<file path="config.mk">
export PLATFORM = sky130hd
export DESIGN_NAME = saturation_ppc
export DESIGN_NICKNAME = d
export VERILOG_FILES = /design/src/rtl/saturation_pkg.sv /design/src/rtl/saturation_lane.sv /design/src/rtl/saturation_ppc.sv
export SDC_FILE = /design/constraint.sdc
export NUM_CORES = 2
export LEC_CHECK = 0
export ABC_AREA = 1
export BUFFER_PORTS_ARGS = -buffer_cell sky130_fd_sc_hd__buf_2
export CELL_PAD_IN_SITES_DETAIL_PLACEMENT = 2
export CELL_PAD_IN_SITES_GLOBAL_PLACEMENT = 2
export CORE_MARGIN = 1
export CORE_UTILIZATION = 44
export DETAILED_ROUTE_END_ITERATION = 7
export HOLD_SLACK_MARGIN = 0.03
export MAX_ROUTING_LAYER = met4
export PLACE_DENSITY_LB_ADDON = 0.1
export SETUP_SLACK_MARGIN = 0.2
export SYNTH_ARGS = -nofsm -noshare
export SYNTH_HDL_FRONTEND = slang
export SYNTH_SLANG_ARGS = --single-unit
</file>
<file path="constraint.sdc">
create_clock -name clk -period 37.6 [get_ports clk]
set_clock_uncertainty 0.05 [all_clocks]
set_input_delay 3.76 -clock clk [delete_from_list [all_inputs] [get_ports clk]]
set_output_delay 3.76 -clock clk [all_outputs]
set_load 0.01 [all_outputs]
</file>
<file path="src/rtl/saturation_pkg.sv">
// saturation_pkg: mode encoding, pipeline latency and the shared unsigned clamp helper
package saturation_pkg;
   typedef enum logic [1:0] {MODE_BYPASS = 2'd0, MODE_SAT = 2'd1, MODE_GRAY = 2'd2} mode_e;
   localparam int LATENCY = 4;
   function automatic logic [31:0] clamp_u(input logic signed [63:0] v, input int w);
      logic signed [63:0] mx;
      mx = (64'sd1 <<< w) - 64'sd1;
      return (v < 0) ? 32'd0 : (v > mx) ? mx[31:0] : v[31:0];
   endfunction
endpackage

</file>
<file path="src/rtl/saturation_lane.sv">
// saturation_lane: one-pixel four-stage luma/saturation datapath; mode and gain travel with the pixel
module saturation_lane
   import saturation_pkg::*;
#(
   parameter int PW = 8,
   parameter int CW = 16,
   parameter int CF = 6
) (
   input  logic            clk,
   input  logic            rst,
   input  logic [1:0]      mode_i,
   input  logic [CW-1:0]   sat_i,
   input  logic [CW-1:0]   c0_i,
   input  logic [CW-1:0]   c1_i,
   input  logic [CW-1:0]   c2_i,
   input  logic [3*PW-1:0] px_i,
   output logic [3*PW-1:0] px_o
);
   localparam int MW = PW + CW;
   localparam int SW = PW + CW + 2;
   localparam int PRW = PW + CW + 2;
   logic [2:0][CW-1:0] c;
   logic [2:0][MW-1:0] m_d, m_q;
   logic [2:0][PRW-1:0] p3_d, p3_q;
   logic [3*PW-1:0] x1_d, x1_q, x2_d, x2_q, x3_d, x3_q, o_d, o_q;
   logic [PW-1:0] y2_d, y2_q, y3_d, y3_q;
   logic [CW-1:0] sat1_d, sat1_q, sat2_d, sat2_q;
   logic [1:0] md1_d, md1_q, md2_d, md2_q, md3_d, md3_q;
   logic [SW-1:0] ysum;
   logic signed [PW:0] dv [3];
   logic signed [PRW-1:0] qv [3];
   logic [PW-1:0] sv [3];
   assign c = {c2_i, c1_i, c0_i};
   assign px_o = o_q;
   // S1 products, S2 luma, S3 chroma scaling, S4 recombine and mode select
   always_comb begin
      x1_d = px_i;
      md1_d = mode_i;
      sat1_d = sat_i;
      for (int k = 0; k < 3; k++) m_d[k] = MW'(c[k]) * MW'(px_i[k*PW +: PW]);
      ysum = SW'(m_q[0]) + SW'(m_q[1]) + SW'(m_q[2]);
      y2_d = PW'(clamp_u(64'(ysum >> CF), PW));
      x2_d = x1_q;
      md2_d = md1_q;
      sat2_d = sat1_q;
      for (int k = 0; k < 3; k++) begin
         dv[k] = $signed({1'b0, x2_q[k*PW +: PW]}) - $signed({1'b0, y2_q});
         p3_d[k] = PRW'(dv[k]) * PRW'($signed({1'b0, sat2_q}));
      end
      y3_d = y2_q;
      x3_d = x2_q;
      md3_d = md2_q;
      for (int k = 0; k < 3; k++) begin
         qv[k] = $signed(p3_q[k]) >>> CF;
         sv[k] = PW'(clamp_u($signed(64'(qv[k])) + $signed(64'(y3_q)), PW));
      end
      o_d = (md3_q == MODE_SAT) ? {sv[2], sv[1], sv[0]} : (md3_q == MODE_GRAY) ? {3{y3_q}} : x3_q;
   end
   // pipeline registers, all cleared by reset
   always_ff @(posedge clk or posedge rst) begin
      if (rst) begin
         m_q <= '0;
         x1_q <= '0;
         md1_q <= '0;
         sat1_q <= '0;
         y2_q <= '0;
         x2_q <= '0;
         md2_q <= '0;
         sat2_q <= '0;
         p3_q <= '0;
         y3_q <= '0;
         x3_q <= '0;
         md3_q <= '0;
         o_q <= '0;
      end else begin
         m_q <= m_d;
         x1_q <= x1_d;
         md1_q <= md1_d;
         sat1_q <= sat1_d;
         y2_q <= y2_d;
         x2_q <= x2_d;
         md2_q <= md2_d;
         sat2_q <= sat2_d;
         p3_q <= p3_d;
         y3_q <= y3_d;
         x3_q <= x3_d;
         md3_q <= md3_d;
         o_q <= o_d;
      end
   end
endmodule

</file>
<file path="src/rtl/saturation_ppc.sv">
// saturation_ppc: multi-lane saturation filter with frame-boundary shadowed settings and aligned sidebands
module saturation_ppc
   import saturation_pkg::*;
#(
   parameter int PIXEL_WIDTH = 8,
   parameter int PPC = 1,
   parameter int COE_WIDTH = 16,
   parameter int COE_FRAC = 6,
   parameter int DBG_WIDTH = 16
) (
   input  logic                           clk,
   input  logic                           rst,
   input  logic [1:0]                     mode_i,
   input  logic [COE_WIDTH-1:0]           saturation_i,
   input  logic [COE_WIDTH-1:0]           ycoe0_i,
   input  logic [COE_WIDTH-1:0]           ycoe1_i,
   input  logic [COE_WIDTH-1:0]           ycoe2_i,
   input  logic [PPC*3*PIXEL_WIDTH-1:0]   di_i,
   input  logic                           de_i,
   input  logic                           hs_i,
   input  logic                           vs_i,
   input  logic [DBG_WIDTH-1:0]           dbg_i,
   output logic [PPC*3*PIXEL_WIDTH-1:0]   do_o,
   output logic                           de_o,
   output logic                           hs_o,
   output logic                           vs_o,
   output logic [DBG_WIDTH-1:0]           dbg_o
);
   localparam int SBW = DBG_WIDTH + 3;
   localparam int LW = 3 * PIXEL_WIDTH;
   logic vs_d, vs_q, ld;
   logic [1:0] mode_d, mode_q;
   logic [COE_WIDTH-1:0] sat_d, sat_q, c0_d, c0_q, c1_d, c1_q, c2_d, c2_q;
   logic [LATENCY-1:0][SBW-1:0] sb_d, sb_q;
   assign {de_o, hs_o, vs_o, dbg_o} = sb_q[LATENCY-1];
   // capture the settings only on a vsync rising edge; sidebands shift in step with the lanes
   always_comb begin
      vs_d = vs_i;
      ld = vs_i & ~vs_q;
      mode_d = ld ? mode_i : mode_q;
      sat_d = ld ? saturation_i : sat_q;
      c0_d = ld ? ycoe0_i : c0_q;
      c1_d = ld ? ycoe1_i : c1_q;
      c2_d = ld ? ycoe2_i : c2_q;
      sb_d = {sb_q[LATENCY-2:0], {de_i, hs_i, vs_i, dbg_i}};
   end
   // active settings, vsync history and sideband delay line
   always_ff @(posedge clk or posedge rst) begin
      if (rst) begin
         vs_q <= 1'b0;
         mode_q <= MODE_BYPASS;
         sat_q <= COE_WIDTH'(1) << COE_FRAC;
         c0_q <= '0;
         c1_q <= '0;
         c2_q <= '0;
         sb_q <= '0;
      end else begin
         vs_q <= vs_d;
         mode_q <= mode_d;
         sat_q <= sat_d;
         c0_q <= c0_d;
         c1_q <= c1_d;
         c2_q <= c2_d;
         sb_q <= sb_d;
      end
   end
   for (genvar k = 0; k < PPC; k++) begin : g_lane
      saturation_lane #(.PW(PIXEL_WIDTH), .CW(COE_WIDTH), .CF(COE_FRAC)) u_lane (
         .clk(clk),
         .rst(rst),
         .mode_i(mode_q),
         .sat_i(sat_q),
         .c0_i(c0_q),
         .c1_i(c1_q),
         .c2_i(c2_q),
         .px_i(di_i[k*LW +: LW]),
         .px_o(do_o[k*LW +: LW])
      );
   end
endmodule

</file>
==> flow_metrics.env <==
export IMPL_crit_type="reg2reg"
export IMPL_cts_tree="done"
export IMPL_multi_input_area_um2=28200
export IMPL_placementRows=114
export IMPL_core_area_um2=96600
export IMPL_syn2layout_area_growth_pct=8.86
export IMPL_reg2reg_depth=27
export IMPL_drtIter0Drc=1496
export IMPL_overflow=0
export IMPL_worst_path_buf_inv=5
export IMPL_ys_warn_count=0
export IMPL_dieArea_um2=98600
export IMPL_cts_resized=0
export IMPL_ys_types=56
export IMPL_num_vias=33900
export IMPL_grt_met1_usage_pct=34.9
export IMPL_root_buffer="clkbuf_16"
export IMPL_ctsHoldBuffers=0
export IMPL_min_period_ns=7.86
export IMPL_cp_max_fo=14
export IMPL_postLayoutCoreUtil_pct=48.3
export IMPL_fmax_mhz=127
export IMPL_die_w_um=314
export IMPL_dpl_hpwl_mm=119
export IMPL_syn_inst=4881
export IMPL_final_period_utilization_pct=20.9
export IMPL_status="completed"
export IMPL_mappedNetlistNets=5968
export IMPL_final_nets=6038
export IMPL_cts_setup_buffers=0
export IMPL_worst_pin_slew_ns=1.07
export IMPL_cpPeakStageDelay_ns=0.64
export IMPL_use_met2_pct=59.8
export IMPL_rsz0062_at_grt="no"
export IMPL_synthFlopType="dfrtp_1"
export IMPL_path_delay_family="adder cells"
export IMPL_seq_area_um2=10600
export IMPL_synth_edf_count=0
export IMPL_routedWlPerCell_um=24.4
export IMPL_netlist_area_um2=42800
export IMPL_cp_required_ns=38.06
export IMPL_grt_pass1_wl_mm=238
export IMPL_fill_cells=10500
export IMPL_io_pins=154
export IMPL_vias_per_cell=5.41
export IMPL_startpoint_type="flop"
export IMPL_clockBufferDepth=3
export IMPL_die_h_um=314
export IMPL_ys_seq_area_share_pct=24.8
export IMPL_io_buffers=153
export IMPL_gp_congestion=0.883
export IMPL_clk_latency_ns=0.67
export IMPL_final_cells=6269
export IMPL_numCtsBuffers=51
export IMPL_start_util_pct=44.3
export IMPL_busiest_layer="met2"
export IMPL_drt_wl_total_mm=153
export IMPL_post_place_cells=6174
export IMPL_layout_drive_gt1_share_pct=8.03
export IMPL_hold_viol=0
export IMPL_fin_setup_tns_ns=0
export IMPL_final_antenna_net_count=0
export IMPL_grt_pass1_vias=40400
export IMPL_hold_depth=0
export IMPL_min_path_type="reg2reg"
export IMPL_slew_violations=0
export IMPL_drc=0
export IMPL_htree_levels=2
export IMPL_drv_cap=0
export IMPL_relSlewSlack_pct=28.5
export IMPL_clkSlewWorstSetupHoldPaths_ns=0.06
export IMPL_synth_area_per_cell_um2=8.77
export IMPL_async_reset_ff_share_pct=100
export IMPL_met3_usage_pct=3.89
export IMPL_antenna_found_initial=4
export IMPL_ys_ff_latch=424
export IMPL_cp_depth=27
export IMPL_grt_max_degree=118
export IMPL_cp_arrival_ns=8.32
export IMPL_setup_viol_count_final=0
export IMPL_grt_use_total_pct=32.9
export IMPL_clock_sinks=424
export IMPL_endpoint_kind="flop"
export IMPL_cp_slowest_cell="xor2_2"
export IMPL_drt_pass1_iterations=5
## routing by layer
layer | up-vias | part of all wire [%]
met3 | 375 | 3.2
met2 | 665 | 54
li1 | 15000 | -
met5 | - | 0
met1 | 17900 | 37
met4 | 0 | 5.9
## metrics by stage
step           setup WS (ns)  instance area, um2  hold WS (ns)
2_1_floorplan          21.99               42800         0.281
5_1_grt                29.41               46600         0.306
4_1_cts                29.82               46600         0.291
3_3_place_gp           29.46               44800         0.281
3_5_place_dp           29.19               44800         0.286
6_report               29.74               46600         0.293
## worst paths after layout
path                                               start                         end  slack, ns
max in group asynchronous                            rst  g_lane[0].u_lane.sat2_q[3]      31.19
worst min register to register                  sb_d[57]                    dbg_o[0]       0.29
worst min-delay path                            sb_d[57]                    dbg_o[0]       0.29
min in group asynchronous                            rst                    sb_d[55]       3.25
worst max-delay path            g_lane[0].u_lane.y2_q[1]   g_lane[0].u_lane.p3_q[49]      29.74
worst max register to register  g_lane[0].u_lane.y2_q[1]   g_lane[0].u_lane.p3_q[49]      29.74
## state kept, by name (all words and copies together), names as in the netlist, 16 cells and up
register / count
c0_q: 16
c1_q: 16
c2_q: 16
dbg_o: 16
g_lane.u_lane.m_q: 72
g_lane.u_lane.p3_q: 60
g_lane.u_lane.px_o: 24
g_lane.u_lane.sat1_q: 16
g_lane.u_lane.sat2_q: 16
g_lane.u_lane.x1_q: 24
g_lane.u_lane.x2_q: 24
g_lane.u_lane.x3_q: 24
sat_q: 16
sb_d: 57
## cells in the final DEF (no fill, tap or decap), types with 74 or more instances in the layout
master and count:
ha_1 398, inv_1 900, nand2_1 1132, xnor2_1 74, buf_2 153, a21oi_1 205
fa_1 578, dfrtp_1 423, o21ai_0 82, nor2_1 411, nand3_1 111, xor2_1 92
## area by class of cell
type	instances	area share, %
Timing Repair Buffer	186	2.17
Tap cell	1276	3.43
Clock inverter	28	0.902
Multi-Input combinational cell	3380	60.4
Clock buffer	65	3.00
Inverter	908	7.33
Antenna cell	2	0.0107
Sequential cell	424	22.8
## logic make-up after synthesis
logic type	share of synthesized area (%)
xor gates and xnor gates	3.47
and+or+nand+nor	16.7
muxes	1.74
AOI/OAI and AO/OA	5.15
buffers and inverters	9.49
adders and majority gates	38.7
DFF	24.8
## synthesized netlist by cell type (all sizes together) (66+ instances only)
| cell | number | area, um2 |
|---|---|---|
| nand2 | 1147 | 4340 |
| inv | 908 | 3410 |
| fa | 578 | 11600 |
| dfrtp | 423 | 10600 |
| nor2 | 415 | 1570 |
| ha | 398 | 4980 |
| a21oi | 212 | 1090 |
| clkbuf | 152 | 571 |
| nand3 | 113 | 576 |
| o21ai | 102 | 522 |
| xor2 | 94 | 838 |
| xnor2 | 74 | 648 |
| mux2 | 66 | 743 |
Power is left out: the tool's default activity adds up to more than one toggle a clock period on the data nets, which glitch-free logic cannot reach.
